## src/rtl/fir_mac_sequencer_if.sv

```systemverilog
// Sample, coefficient-ROM and result signals of the FIR MAC sequencer.
// master = the sequencer, slave = front end / ROM / downstream side.
interface fir_mac_sequencer_if #(
    parameter int DW = 12,
    parameter int CW = 16,
    parameter int AW = 6
);
    logic                 f_s;
    logic signed [DW-1:0] din;
    logic [AW-1:0]        coef_addr;
    logic signed [CW-1:0] coef_data;
    logic signed [DW-1:0] dout;
    logic                 dout_valid;
    logic                 busy;
    logic                 overrun;

    modport master (
        input  f_s, din, coef_data,
        output coef_addr, dout, dout_valid, busy, overrun
    );

    modport slave (
        output f_s, din, coef_data,
        input  coef_addr, dout, dout_valid, busy, overrun
    );
endinterface

```

## src/rtl/fir_mac_sequencer.sv

```systemverilog
// Time-multiplexed FIR controller: one signed MAC shared across all taps.
// A rising edge of f_s captures a sample into a circular delay line, TAPS
// products are accumulated, then the sum is rounded, saturated and emitted
// with a one-cycle dout_valid strobe.
module fir_mac_sequencer #(
    parameter int TAPS   = 31,
    parameter int DW     = 12,
    parameter int CW     = 16,
    parameter int AW     = 6,
    parameter int ACCW   = 34,
    parameter int OSHIFT = 15
) (
    input  logic clk,
    input  logic rst,
    fir_mac_sequencer_if.master bus
);
    localparam logic [1:0] IDLE  = 2'd0;
    localparam logic [1:0] MAC   = 2'd1;
    localparam logic [1:0] DRAIN = 2'd2;
    localparam logic [1:0] ROUND = 2'd3;

    localparam int PW = CW + DW;
    localparam logic [AW-1:0] TAPS_A = AW'(TAPS);
    localparam logic [AW-1:0] LAST   = AW'(TAPS - 1);
    // Half-LSB rounding term; zero when no shift is applied.
    localparam int RSH = (OSHIFT > 0) ? OSHIFT - 1 : 0;
    localparam logic signed [ACCW-1:0] RND  = (OSHIFT > 0) ? (ACCW'(1) << RSH) : '0;
    localparam logic signed [ACCW-1:0] YMAX = ACCW'((2 ** (DW - 1)) - 1);
    localparam logic signed [ACCW-1:0] YMIN = ~YMAX;

    logic [1:0] state;
    logic fs_meta, fs_sync, fs_prev, strobe;

    // Delay line sized to the address space so any pointer value is a legal
    // index; only entries 0..TAPS-1 are ever addressed.
    logic signed [DW-1:0] dline [2**AW];

    logic [AW-1:0]          wr_ptr, rd_ptr, k, tap_idx;
    logic signed [DW-1:0]   x_reg;
    logic signed [ACCW-1:0] acc, prod_ext, acc_rnd, y_shift;
    logic signed [PW-1:0]   prod;
    logic signed [DW-1:0]   y_sat;

    assign strobe        = fs_sync & ~fs_prev;
    assign bus.coef_addr = k;

    // Bring the slow sample clock into the clk domain and keep the last level
    // for rising-edge detection.
    always_ff @(posedge clk or negedge rst) begin
        if (!rst) begin
            fs_meta <= 1'b0;
            fs_sync <= 1'b0;
            fs_prev <= 1'b0;
        end else begin
            fs_meta <= bus.f_s;
            fs_sync <= fs_meta;
            fs_prev <= fs_sync;
        end
    end

    // Circular read index x[n-k]: wraps below zero back to the top of the line.
    always_comb begin
        tap_idx = rd_ptr - k;
        if (rd_ptr < k) tap_idx = rd_ptr + TAPS_A - k;
    end

    // Product of the coefficient returned this cycle and the sample
    // registered alongside its address last cycle, sign-extended to ACCW.
    always_comb begin
        prod     = PW'(bus.coef_data) * PW'(x_reg);
        prod_ext = {{(ACCW - PW){prod[PW-1]}}, prod};
    end

    // Round-half-up, arithmetic shift, then clamp to the output range.
    always_comb begin
        acc_rnd = acc + RND;
        y_shift = acc_rnd >>> OSHIFT;
        y_sat   = y_shift[DW-1:0];
        if (y_shift > YMAX)      y_sat = YMAX[DW-1:0];
        else if (y_shift < YMIN) y_sat = YMIN[DW-1:0];
    end

    // Sample capture into the delay line; only accepted in IDLE.
    always_ff @(posedge clk or negedge rst) begin
        if (!rst) begin
            for (int i = 0; i < 2**AW; i++) dline[i] <= '0;
        end else if (state == IDLE && strobe) begin
            dline[wr_ptr] <= bus.din;
        end
    end

    // Sequencer: capture, TAPS MAC cycles, drain of the last product, round.
    always_ff @(posedge clk or negedge rst) begin
        if (!rst) begin
            state          <= IDLE;
            wr_ptr         <= '0;
            rd_ptr         <= '0;
            k              <= '0;
            x_reg          <= '0;
            acc            <= '0;
            bus.dout       <= '0;
            bus.dout_valid <= 1'b0;
            bus.busy       <= 1'b0;
            bus.overrun    <= 1'b0;
        end else begin
            bus.dout_valid <= 1'b0;
            // busy covers the dout_valid cycle, then drops unless a new
            // capture re-arms it below.
            if (bus.dout_valid) bus.busy <= 1'b0;
            // Edges arriving mid-computation are dropped and flagged.
            if (strobe && state != IDLE) bus.overrun <= 1'b1;
            case (state)
                IDLE: begin
                    if (strobe) begin
                        rd_ptr   <= wr_ptr;
                        wr_ptr   <= (wr_ptr == LAST) ? '0 : wr_ptr + 1'b1;
                        k        <= '0;
                        acc      <= '0;
                        bus.busy <= 1'b1;
                        state    <= MAC;
                    end
                end
                MAC: begin
                    x_reg <= dline[tap_idx];
                    // ROM data lags the address by one cycle, so nothing
                    // valid is available to add on the first tap.
                    if (k != '0) acc <= acc + prod_ext;
                    if (k == LAST) begin
                        k     <= '0;
                        state <= DRAIN;
                    end else begin
                        k <= k + 1'b1;
                    end
                end
                DRAIN: begin
                    acc   <= acc + prod_ext;
                    state <= ROUND;
                end
                ROUND: begin
                    bus.dout       <= y_sat;
                    bus.dout_valid <= 1'b1;
                    state          <= IDLE;
                end
                default: state <= IDLE;
            endcase
        end
    end
endmodule

```

## src/flat_wrapper.sv

```systemverilog
// flat-port wrapper written by rule: the top's interface ports become plain ports
module fir_mac_sequencer_flat 
#(
    parameter int TAPS   = 31,
    parameter int DW     = 12,
    parameter int CW     = 16,
    parameter int AW     = 6,
    parameter int ACCW   = 34,
    parameter int OSHIFT = 15
)
  (clk, rst, bus_f_s, bus_din, bus_coef_data, bus_coef_addr, bus_dout, bus_dout_valid, bus_busy, bus_overrun);
  fir_mac_sequencer_if #(.DW(DW), .CW(CW), .AW(AW)) bus_i ();
  input  logic clk;
  input  logic rst;
  input wire logic [$bits(bus_i.f_s)-1:0] bus_f_s;
  input wire logic [$bits(bus_i.din)-1:0] bus_din;
  input wire logic [$bits(bus_i.coef_data)-1:0] bus_coef_data;
  output wire logic [$bits(bus_i.coef_addr)-1:0] bus_coef_addr;
  output wire logic [$bits(bus_i.dout)-1:0] bus_dout;
  output wire logic [$bits(bus_i.dout_valid)-1:0] bus_dout_valid;
  output wire logic [$bits(bus_i.busy)-1:0] bus_busy;
  output wire logic [$bits(bus_i.overrun)-1:0] bus_overrun;
  assign bus_i.f_s = bus_f_s;
  assign bus_i.din = bus_din;
  assign bus_i.coef_data = bus_coef_data;
  assign bus_coef_addr = bus_i.coef_addr;
  assign bus_dout = bus_i.dout;
  assign bus_dout_valid = bus_i.dout_valid;
  assign bus_busy = bus_i.busy;
  assign bus_overrun = bus_i.overrun;
  fir_mac_sequencer #(.TAPS(TAPS), .DW(DW), .CW(CW), .AW(AW), .ACCW(ACCW), .OSHIFT(OSHIFT)) u_core (.clk(clk), .rst(rst), .bus(bus_i));
endmodule
```

## config.mk

```make
export PLATFORM = sky130hd
export DESIGN_NAME = fir_mac_sequencer_flat
export DESIGN_NICKNAME = d
export VERILOG_FILES = /design/src/rtl/fir_mac_sequencer_if.sv /design/src/rtl/fir_mac_sequencer.sv /design/src/flat_wrapper.sv
export SDC_FILE = /design/constraint.sdc
export NUM_CORES = 2
export LEC_CHECK = 0
export ABC_CLOCK_PERIOD_IN_PS = 9000
export CAP_MARGIN = 30
export CORE_MARGIN = 2
export CORE_UTILIZATION = 30
export CTS_CLUSTER_SIZE = 30
export DETAILED_ROUTE_END_ITERATION = 10
export DONT_BUFFER_PORTS = 1
export HOLD_SLACK_MARGIN = 0.05
export PLACE_DENSITY = 0.41
export SLEW_MARGIN = 10
export SYNTH_ARGS = -nofsm -noshare
export SYNTH_HDL_FRONTEND = slang
export SYNTH_SLANG_ARGS = --single-unit
```

## constraint.sdc

```tcl
create_clock -name clk -period 9 [get_ports clk]
set_input_delay 1.8 -clock clk [delete_from_list [all_inputs] [get_ports clk]]
set_output_delay 1.8 -clock clk [all_outputs]
set_load 0.005 [all_outputs]
```

==> implementation parameters <==
Parameter                              Value

Setup path
  Critical path required time    9580 ps
  Cell repeated most along the worst path    sky130_fd_sc_hd__fa_1
  Critical R2R Launch    u_core.x_reg[4]
  Critical Path, Cell by Cell    nand2_1, fa_1, inv_1, fa_1, fa_1, fa_1, fa_1, ha_1, ha_1, a21o_1, a21o_1, a221o_1, or3b_1, a31o_1, a31o_2, o211ai_1, xor2_1, o21ai_1
  Minimum setup slack among reg-to-reg paths    2210 ps
  Longest individual stage delay on the worst path    630 ps
  Max stage delay cell, worst path    sky130_fd_sc_hd__inv_1
  Largest fanout on the critical path    17
  Data arrival time of the critical path    7790 ps
  Type of the worst setup path    input pin to flop
  Type of element launching the critical path    input pin
  Launch point of the worst path    bus_coef_data[15]
  Cell depth of the worst flop-to-flop path    19
  Kind of end point of the critical path    flop
  Worst R2R End    u_core.acc[32]

Clock network
  TritonCTS buffer count    100
  TritonCTS clock tree    built
  Number of buffers between clock root and the deepest sink    3
  Clk Latency, worst-skew pair    710 ps
  Resize count post-CTS    0
  Post-CTS clock slew at the launch and capture registers of the worst setup and hold paths    70 ps
  Clock sink count    852
  CTS H-tree lvls    3
  Setup fix buffers added after clock tree synthesis    0
  Hold buffer count at CTS    0
  Clock tree root buffer cell    sky130_fd_sc_hd__clkbuf_16

GRT
  Antenna violations before repair    3
  Remaining global-route overflow    0
  Global-route wire length before repair    231000 um
  Pin count of the biggest net entering global routing    853
  Overall global routing resource usage    0.182
  Vias in the first global route    34000

Place
  Instance count after placement with tap cells included    6213
  Port Buf Inserts    0
  Worst slack, placed    1020 ps
  Weighted congestion at the end of routability-driven global placement    0.812
  Post-detailed-placement half-perimeter wirelength    94700 um

Logic synthesis
  Post-synth cell types    78
  Mapped cell area    49300 um^2
  Area share of the largest cell type after synthesis    0.433
  YS warnings    0
  Async S/R FF share, synth    1.00
  Post-synthesis area per instance    11.5 um^2
  Ranking of synthesized cells by instance count    sky130_fd_sc_hd__dfrtp_1 (852), sky130_fd_sc_hd__mux2_2 (795), sky130_fd_sc_hd__nand2_1 (573)
  Area contributors post-synth    sky130_fd_sc_hd__dfrtp_1 (43%), sky130_fd_sc_hd__mux2_2 (18%), sky130_fd_sc_hd__fa_1 (9.6%), sky130_fd_sc_hd__nand2_1 (4.4%), sky130_fd_sc_hd__mux4_2 (3.2%)
  Xor and xnor fraction of the mapped netlist area    0.00924
  Synthesized-area fraction occupied by adder cells    0.124
  Leading cell type by number of instances after synthesis    sky130_fd_sc_hd__dfrtp_1
  Number of nets in the synthesized netlist    4660
  Mux share of post-synthesis cell area    0.223
  Synth Area in Compound Gates    0.0613
  Simple-gate share of the synthesized area    0.0998
  Number of synthesized register bits    852
  Main combinational cell family by area after synthesis    multiplexers
  Most area-hungry cell type in the Yosys netlist    sky130_fd_sc_hd__dfrtp_1
  EDFF count, synth    0
  Post-synthesis sequential area ratio    0.433
  Post-synthesis cell count    4284
  Dominant register cell in the synthesized netlist    sky130_fd_sc_hd__dfrtp_1

Floorplan
  Area of the core region    163000 um^2
  Floorplan die height    409 um
  Initial core utilization    0.302
  I/O pin cnt    52
  Area enclosed by the die boundary    168000 um^2
  Number of standard-cell rows in the floorplan    148
  DIE WIDTH    409 um

Final layout
  Filler instances    16500
  Largest Register    u_core.dline
  Number of cells in the finished layout apart from fillers    6402
  Flip-flop count of the largest register, all copies and words added    768
  Final net count    4525
  Share of final-layout standard cells stronger than drive strength 1    0.274
  Area grow syn2layout    11.3%
  Registers with the most flip-flops    u_core.dline: 768 flops, u_core.acc: 34 flops

Timing
  Sum of negative setup slack    0 ps
  Finish-stage setup viols    0
  RSZ-0062 raised after global routing    false
  Crit path setup slack, layout    1790 ps
  Number of endpoints with negative hold slack in the final report    0
  Minimum period implied by the final worst setup slack    7210 ps
  Final worst clock skew    42.4 ps
  Final-report max-slew violation count    0
  Worst max-slew margin expressed relative to the limit    0.252
  Measured slew at the worst slew-check pin    1120 ps
  Tcrit/Tclk final    0.802
  Fmax achieved    0.139 GHz

Hold path
  Startpoint of the worst hold path    u_core.fs_sync
  Worst min-delay path endpoint    u_core.fs_prev
  Number of stages on the worst hold path    0
  Classification of the worst-slack hold path    flop to flop

Detailed routing
  Starting DRC count in detailed routing    2050
  Number of iterations in the first detailed-routing pass    5
  Total number of vias    32300
  Post-detailed-route wirelength per cell    23.7 um
  Antenna violation net count after detailed routing    0
  Via density per instance    5.04
  Post-route DRC violation count    0
  Total Routed Length    152000 um

Run status
  Run status    finished clean

Job
  Maxcap violations    0
[layer usage]
layer,wire [um],part of all wire,global-route usage
met1,72300,0.48,0.259
met2,67500,0.45,0.281
met3,7350,0.048,0.0356
met4,4480,0.030,0.0532
met5,0,0,0
[worst max path at each step]
stage	to	slack, ps	depth (start not counted)
finish	u_core.acc[30]	1790	18
global route	u_core.acc[33]	1440	18
CTS	u_core.acc[30]	1800	18
detailed placement	u_core.acc[30]	1020	18
global placement	u_core.acc[30]	1030	18
floorplan	u_core.acc[30]	1110	19
[worst max-delay path, delay by kind of cell]
family | cells | cell delay, ps
and+or+nand+nor | 2 | 490
xor gates and xnor gates | 1 | 160
AOI/OAI and AO/OA | 7 | 1460
adders and majority gates | 7 | 3220
buffers and inverters | 1 | 630
[metrics by stage]
step,utilization,hold slack (ps),area [um^2]
2_1_floorplan,-,331,49300
3_3_place_gp,0.314,382,51200
3_5_place_dp,0.315,386,51300
4_1_cts,0.335,398,54600
5_1_grt,0.336,415,54800
6_report,0.336,394,54800
[kinds of logic after synthesis]
kind of cell	after synthesis
buffers and inverters	599
muxes	906
adders and majority gates	345
DFF	852
and+or+nand+nor	1088
xor gates and xnor gates	49
AOI/OAI and AO/OA	445
[layout make-up]
class	count	area (um^2)	area share
Clock buffer	150	2940	0.0537
Tap cell	2175	2720	0.0496
Timing Repair Buffer	90	883	0.0161
Sequential cell	852	21300	0.389
Antenna cell	3	7.51	0.000137
Multi-Input combinational cell	2833	25600	0.466
Clock inverter	27	360	0.00657
Inverter	272	1020	0.0186
[placed cells by master, fill, tap and decap left out, drive strengths merged, types with 38 or more instances in the layout]
cell	instances
nor3	38
buf	90
mux2i	39
a21oi	57
o21ai	102
dfrtp	852
mux2	795
mux4	72
nand2	573
o22ai	81
nor2	113
inv	275
fa	237
a211oi	39
and2	79
ha	108
clkbuf	150
nand3	146
Power is left out: the tool's default activity adds up to more than one toggle a clock period on the data nets, which glitch-free logic cannot reach.
